**src/rtl/hazard_ctrl.sv**
```systemverilog
// -----------------------------------------------------------------------------
// hazard_ctrl
//   Pipeline hazard / stall controller for a 5-stage in-order pipeline.
//   Decides, every cycle, which pipeline latches and the PC may advance and
//   which latches must load a bubble, based on memory wait, load-use hazards,
//   branch/jump redirects, instruction fetch misses and halt.
//
//   Priority (highest first): HALT > mem_busy > pc_redirect > load_use > !ihit
//
//   Ports
//     CLK                      clock, rising edge
//     nRST                     asynchronous active-low reset
//     ihit, dhit               instruction fetch / data access complete
//     exmem_dREN, exmem_dWEN   load / store in MEM stage
//     idex_dREN, idex_rt       load in EX and its destination register
//     ifid_rs, ifid_rt         source registers of the instruction in ID
//     pc_redirect              taken branch / jump resolved in EX
//     wb_halt                  halt instruction reached WB
//     pc_en .. memwb_en        PC update and pipeline latch enables
//     ifid_flush .. exmem_flush  load a bubble into that latch on next edge
//     halted                   sticky halt indication (cleared by reset only)
//
//   Optional build macro HAZARD_STATS_EN adds:
//     stall_cnt [31:0]         cycles with pc_en=0 outside HALT (saturating)
//     flush_cnt [15:0]         cycles with any flush asserted (saturating)
// -----------------------------------------------------------------------------
module hazard_ctrl (
    input  logic       CLK,
    input  logic       nRST,
    input  logic       ihit,
    input  logic       dhit,
    input  logic       exmem_dREN,
    input  logic       exmem_dWEN,
    input  logic       idex_dREN,
    input  logic [4:0] idex_rt,
    input  logic [4:0] ifid_rs,
    input  logic [4:0] ifid_rt,
    input  logic       pc_redirect,
    input  logic       wb_halt,
    output logic       pc_en,
    output logic       ifid_en,
    output logic       idex_en,
    output logic       exmem_en,
    output logic       memwb_en,
    output logic       ifid_flush,
    output logic       idex_flush,
    output logic       exmem_flush,
    output logic       halted
`ifdef HAZARD_STATS_EN
    ,
    output logic [31:0] stall_cnt,
    output logic [15:0] flush_cnt
`endif
);

    typedef enum logic [1:0] {
        RUN     = 2'd0,
        LDSTALL = 2'd1,
        MEMWAIT = 2'd2,
        HALT    = 2'd3
    } state_t;

    state_t state;
    state_t next_state;

    logic mem_busy;
    logic load_use;

    assign mem_busy = (exmem_dREN | exmem_dWEN) & ~dhit;

    // Register 0 is hardwired to zero, so a load targeting it never
    // creates a real dependency.
    assign load_use = idex_dREN & (idex_rt != 5'd0) &
                      ((idex_rt == ifid_rs) | (idex_rt == ifid_rt));

    always_ff @(posedge CLK or negedge nRST) begin
        if (!nRST) begin
            state <= RUN;
        end else begin
            state <= next_state;
        end
    end

    always_comb begin
        pc_en       = 1'b1;
        ifid_en     = 1'b1;
        idex_en     = 1'b1;
        exmem_en    = 1'b1;
        memwb_en    = 1'b1;
        ifid_flush  = 1'b0;
        idex_flush  = 1'b0;
        exmem_flush = 1'b0;
        next_state  = RUN;

        if (state == HALT) begin
            pc_en      = 1'b0;
            ifid_en    = 1'b0;
            idex_en    = 1'b0;
            exmem_en   = 1'b0;
            memwb_en   = 1'b0;
            next_state = HALT;
        end else if (mem_busy) begin
            // Whole pipeline freezes until the data access completes.
            pc_en      = 1'b0;
            ifid_en    = 1'b0;
            idex_en    = 1'b0;
            exmem_en   = 1'b0;
            memwb_en   = 1'b0;
            next_state = MEMWAIT;
        end else if (pc_redirect) begin
            // Wrong-path instructions in IF/ID and ID/EX are squashed; this
            // also removes the consumer of any pending load-use hazard.
            ifid_flush = 1'b1;
            idex_flush = 1'b1;
        end else if (load_use && (state != LDSTALL)) begin
            // Hold PC and IF/ID, insert one bubble into EX. In LDSTALL the
            // load has already moved on, so the hazard is not re-checked.
            pc_en      = 1'b0;
            ifid_en    = 1'b0;
            idex_flush = 1'b1;
            next_state = LDSTALL;
        end else if (!ihit) begin
            // Fetch miss: hold PC, feed a bubble into ID, drain the rest.
            pc_en      = 1'b0;
            ifid_flush = 1'b1;
        end

        if (wb_halt) begin
            next_state = HALT;
        end
    end

    assign halted = (state == HALT);

`ifdef HAZARD_STATS_EN
    function automatic logic [31:0] sat_inc32(input logic [31:0] v);
        return (&v) ? v : v + 32'd1;
    endfunction

    function automatic logic [15:0] sat_inc16(input logic [15:0] v);
        return (&v) ? v : v + 16'd1;
    endfunction

    always_ff @(posedge CLK or negedge nRST) begin
        if (!nRST) begin
            stall_cnt <= 32'd0;
            flush_cnt <= 16'd0;
        end else begin
            if (!pc_en && (state != HALT)) begin
                stall_cnt <= sat_inc32(stall_cnt);
            end
            if (ifid_flush | idex_flush | exmem_flush) begin
                flush_cnt <= sat_inc16(flush_cnt);
            end
        end
    end
`endif

endmodule

```
**config.mk**
```make
export PLATFORM = sky130hd
export DESIGN_NAME = hazard_ctrl
export DESIGN_NICKNAME = d
export VERILOG_FILES = /design/src/rtl/hazard_ctrl.sv
export SDC_FILE = /design/constraint.sdc
export NUM_CORES = 1
export LEC_CHECK = 0
export BUFFER_PORTS_ARGS = -buffer_cell sky130_fd_sc_hd__buf_4
export CAP_MARGIN = 5
export CORE_AREA = 5 5 42 44
export CTS_CLUSTER_SIZE = 20
export DETAILED_ROUTE_END_ITERATION = 16
export DIE_AREA = 0 0 47 49
export PLACE_DENSITY = 0.54
export SLEW_MARGIN = 20
export SYNTH_ARGS = -nofsm -noshare
export SYNTH_HDL_FRONTEND = slang
export SYNTH_SLANG_ARGS = --single-unit
export TNS_END_PERCENT = 30
```
**constraint.sdc**
```tcl
create_clock -name CLK -period 2.34 [get_ports CLK]
set_clock_uncertainty 0.1 [all_clocks]
set_input_delay 0.468 -clock CLK [delete_from_list [all_inputs] [get_ports CLK]]
set_output_delay 0.468 -clock CLK [all_outputs]
set_load 0.05 [all_outputs]
```
==> key figures <==
CTS
  – Worst-skew pair later-pin latency: between 0.2 and 0.25 ns
  – Post-CTS setup buffers: 0
  – Clock Sinks: 2
  – Clk slew on worst S/H paths: about 0.03 ns
  – Clk buf depth: 2
  – Clock tree from TritonCTS: yes
  – Inserted Clock Buffers: 3
  – Root Buffer: clkbuf_4
  – H-Tree Level Count: 1

Synthesis
  – #FFs+latches synth: 2
  – Syn Inst Count: 39
  – Post-synthesis sequential area ratio: approximately 16%
  – Post-Synthesis Cell Area: slightly above 300 µm²
  – Post-synth top area cell: xnor2_1
  – Syn_nets: 63
  – Distinct cell type count after synthesis: 20
  – Area share of the largest cell type after synthesis: 28.5%
  – Synth area leaders: xnor2_1 28%, dfrtp_1 16%, buf_4 7.3%
  – Synth warn: 0
  – Avg Cell Area, Syn: ~7.9 µm²

Layout
  – Largest registers: state x2
  – Number of diodes: 0
  – Area growth, synth to finish: 115%
  – Core Util, Final: ~47%
  – Final #Nets: 101
  – Biggest register: state
  – Largest register FFs: 2
  – Share of cells above drive strength 1: approximately three fifths

Critical path
  – Setup CP Type: in2out
  – CP Capture Type: primary output
  – CP Launch Type: input pin
  – Crit path max fanout: 2
  – Crit path required time: between 1.5 and 2 ns
  – Critical Path AT: 1.71 ns
  – R2R setup slack: between 0.9 and 1 ns
  – Slowest-stage cell, CP: or4_4
  – CP peak stage delay: roughly 0.52 ns
  – Buf/Inv on CP: 2
  – Cells along the critical path: buf_4, or4_4, o221ai_4, nor2b_1, a22o_1, buf_6
  – Worst path top cell family by delay: simple AND/OR/NAND/NOR gates

Die
  – Chip height: between 40 and 50 µm
  – Starting Density: a little over a fifth
  – Die area: ~2300 µm²
  – IO Pins: 33
  – Core Region: between 1000 and 1500 µm²
  – Die X-Extent: between 40 and 50 µm
  – Rows: 14

Global routing
  – Gr usage total: approximately a tenth
  – Vias in the first global route: 404
  – First-pass GRT wire length: 1.58 mm
  – Congestion Overflow GR: 0
  – Largest net degree at the start of global routing: 9
  – Initial antenna violation count: 0

Power and ir drop
  – Sw frac: between 20% and 30%
  – Comb power frac: between 40% and 50%
  – Tot Pwr: between 150 and 200 µW
  – Switch Pwr: just under 50 µW
  – Worst VDD drop: 0.183 mV
  – Leak pwr: approximately 0.30 nW
  – Power Internal: 140 µW
  – Sequential share of power: 18.5%
  – Clock Power Share: between 40 and 50%
  – Pwr per Cell Area: between 200 and 300 nW/µm²

STA
  – Min Hold Slack: roughly 0.35 ns
  – Unrepaired setup endpoints after global routing: false
  – Final cycle utilization of the critical path: a little over nine tenths
  – Slew Viols, Final: 0
  – Final hold vios: 0
  – Post-layout minimum cycle time: 2.27 ns
  – Fmax: between 0.4 and 0.5 GHz
  – Final setup viols: 0

Placed design
  – Post-DP HPWL: approximately 840 µm
  – Final GP Congestion: approximately 0.65
  – Port buffer count: 31

Drt
  – DR WL/cell: ~10 µm
  – Vias: just under 400
  – DRT antenna net count: 0
  – Post-route DRC: 0
  – Vias per cell: about 4.3
  – First DRT Iteration DRCs: 0
  – Drt pass-1 iters: 1
  – Drt total wl: just over 900 µm

Run status
  – Status: complete, no violations

Worst hold path
  – Worst min-delay path class: in2reg

Job
  – MaxCap Viol Count: 0
==> Yosys cell counts <==
| library cell | instances |
|---|---|
| nor2b_1 | 2 |
| a21oi_1 | 2 |
| and2_1 | 1 |
| o22ai_1 | 1 |
| or4_4 | 1 |
| a21boi_0 | 1 |
| xnor2_1 | 10 |
| nor2_2 | 1 |
| buf_4 | 3 |
| dfrtp_1 | 2 |
| o21ai_0 | 2 |
| o21bai_1 | 1 |
| inv_1 | 2 |
| conb_1 | 1 |
| a22o_1 | 1 |
| nand3_1 | 2 |
| a311o_1 | 1 |
| o221ai_2 | 1 |
| nor2_1 | 1 |
| nand2_1 | 3 |
==> layout by cell type, fill, tap and decap left out <==
master         instances
o221ai_4               1
dfrtp_1                2
buf_6                  5
nor2b_4                1
o22ai_1                1
a21boi_2               1
a21oi_2                1
nor2b_1                1
nand3_1                2
nand2_1                3
nor2_4                 1
a311o_1                1
nor2_1                 1
and2_1                 1
o21bai_1               1
conb_1                 1
a21oi_4                1
buf_4                 30
or4_4                  1
dlygate4sd3_1          1
clkbuf_4               3
a22o_1                 1
xnor2_1               10
inv_1                  2
o21ai_0                2
==> power groups by stage <==
stage / Clock (mW) / Sequential [mW] / Combinational, mW
floorplan: 0 / 0.0352 / 0.0319
global placement: 0 / 0.0352 / 0.0749
detailed placement: 0 / 0.0352 / 0.0749
CTS: 0.0813 / 0.0348 / 0.0765
global route: 0.0867 / 0.0348 / 0.0858
finish: 0.0758 / 0.0349 / 0.0782
==> cells by family (layout without fill, tap and decap cells) <==
| logic type | count (synthesis) | in the layout | share of synthesized area [%] |
|---|---|---|---|
| AO/OA/AOI/OAI | 10 | 10 | 24.4 |
| flip-flops | 2 | 2 | 16.3 |
| AND/OR/NAND/NOR | 11 | 11 | 19.9 |
| buffers and inverters | 5 | 41 | 9.76 |
| XOR/XNOR | 10 | 10 | 28.5 |
| other | 1 | 1 | 1.22 |
==> area by class of cell <==
class	count	area, µm²
Clock buffer	3	22.5
Fill cell	148	739
Inverter	2	7.51
Multi-Input combinational cell	32	270
Sequential cell	2	50.0
Tap cell	16	20.0
Timing Repair Buffer	36	292
==> final timing paths <==
path / start / cells past startpoint / to
min reg2reg: state[0] / 3 / state[1]
max: idex_rt[1] / 6 / idex_flush
min: wb_halt / 3 / state[1]
max reg2reg: state[0] / 5 / state[0]
min in group asynchronous: nRST / 2 / state[1]
max in group asynchronous: nRST / 2 / state[0]
==> metal layers <==
| metal | routed length [µm] | global-route usage [%] | vias to the layer above |
|---|---|---|---|
| met5 | 0 | 0 | - |
| met4 | 19 | 5.53 | 0 |
| met3 | 112 | 5.90 | 2 |
| met2 | 464 | 14.7 | 23 |
| met1 | 335 | 9.23 | 161 |
| li1 | - | - | 205 |
==> metrics by stage <==
stage	TNS [ns]	worst slack [ns]	instance area, µm²	cells
final	0	0.0659	662	91
after CTS	0	0.00395	638	91
after floorplan	-0.0584	-0.0544	334	39
after global routing	0	0.00519	662	91
after detailed placement	-0.0116	-0.00565	594	87
after global placement	0	0.00511	594	87
==> worst register-to-register path, cell delays in order (launching register included) <==
cell	delay (ns)
dfrtp_1	0.32
inv_1	0.06
o221ai_4	0.22
nor2_4	0.08
buf_4	0.13
a311o_1	0.33
==> repair_timing <==
action                                  CTS  global route
resized for setup                         3             4
hold buffers                              1             0
pin swaps                                 0             3
endpoints found under the setup margin    3             4
endpoints found under the hold margin     2             0
No activity file was read; power rests on OpenSTA's default activity.
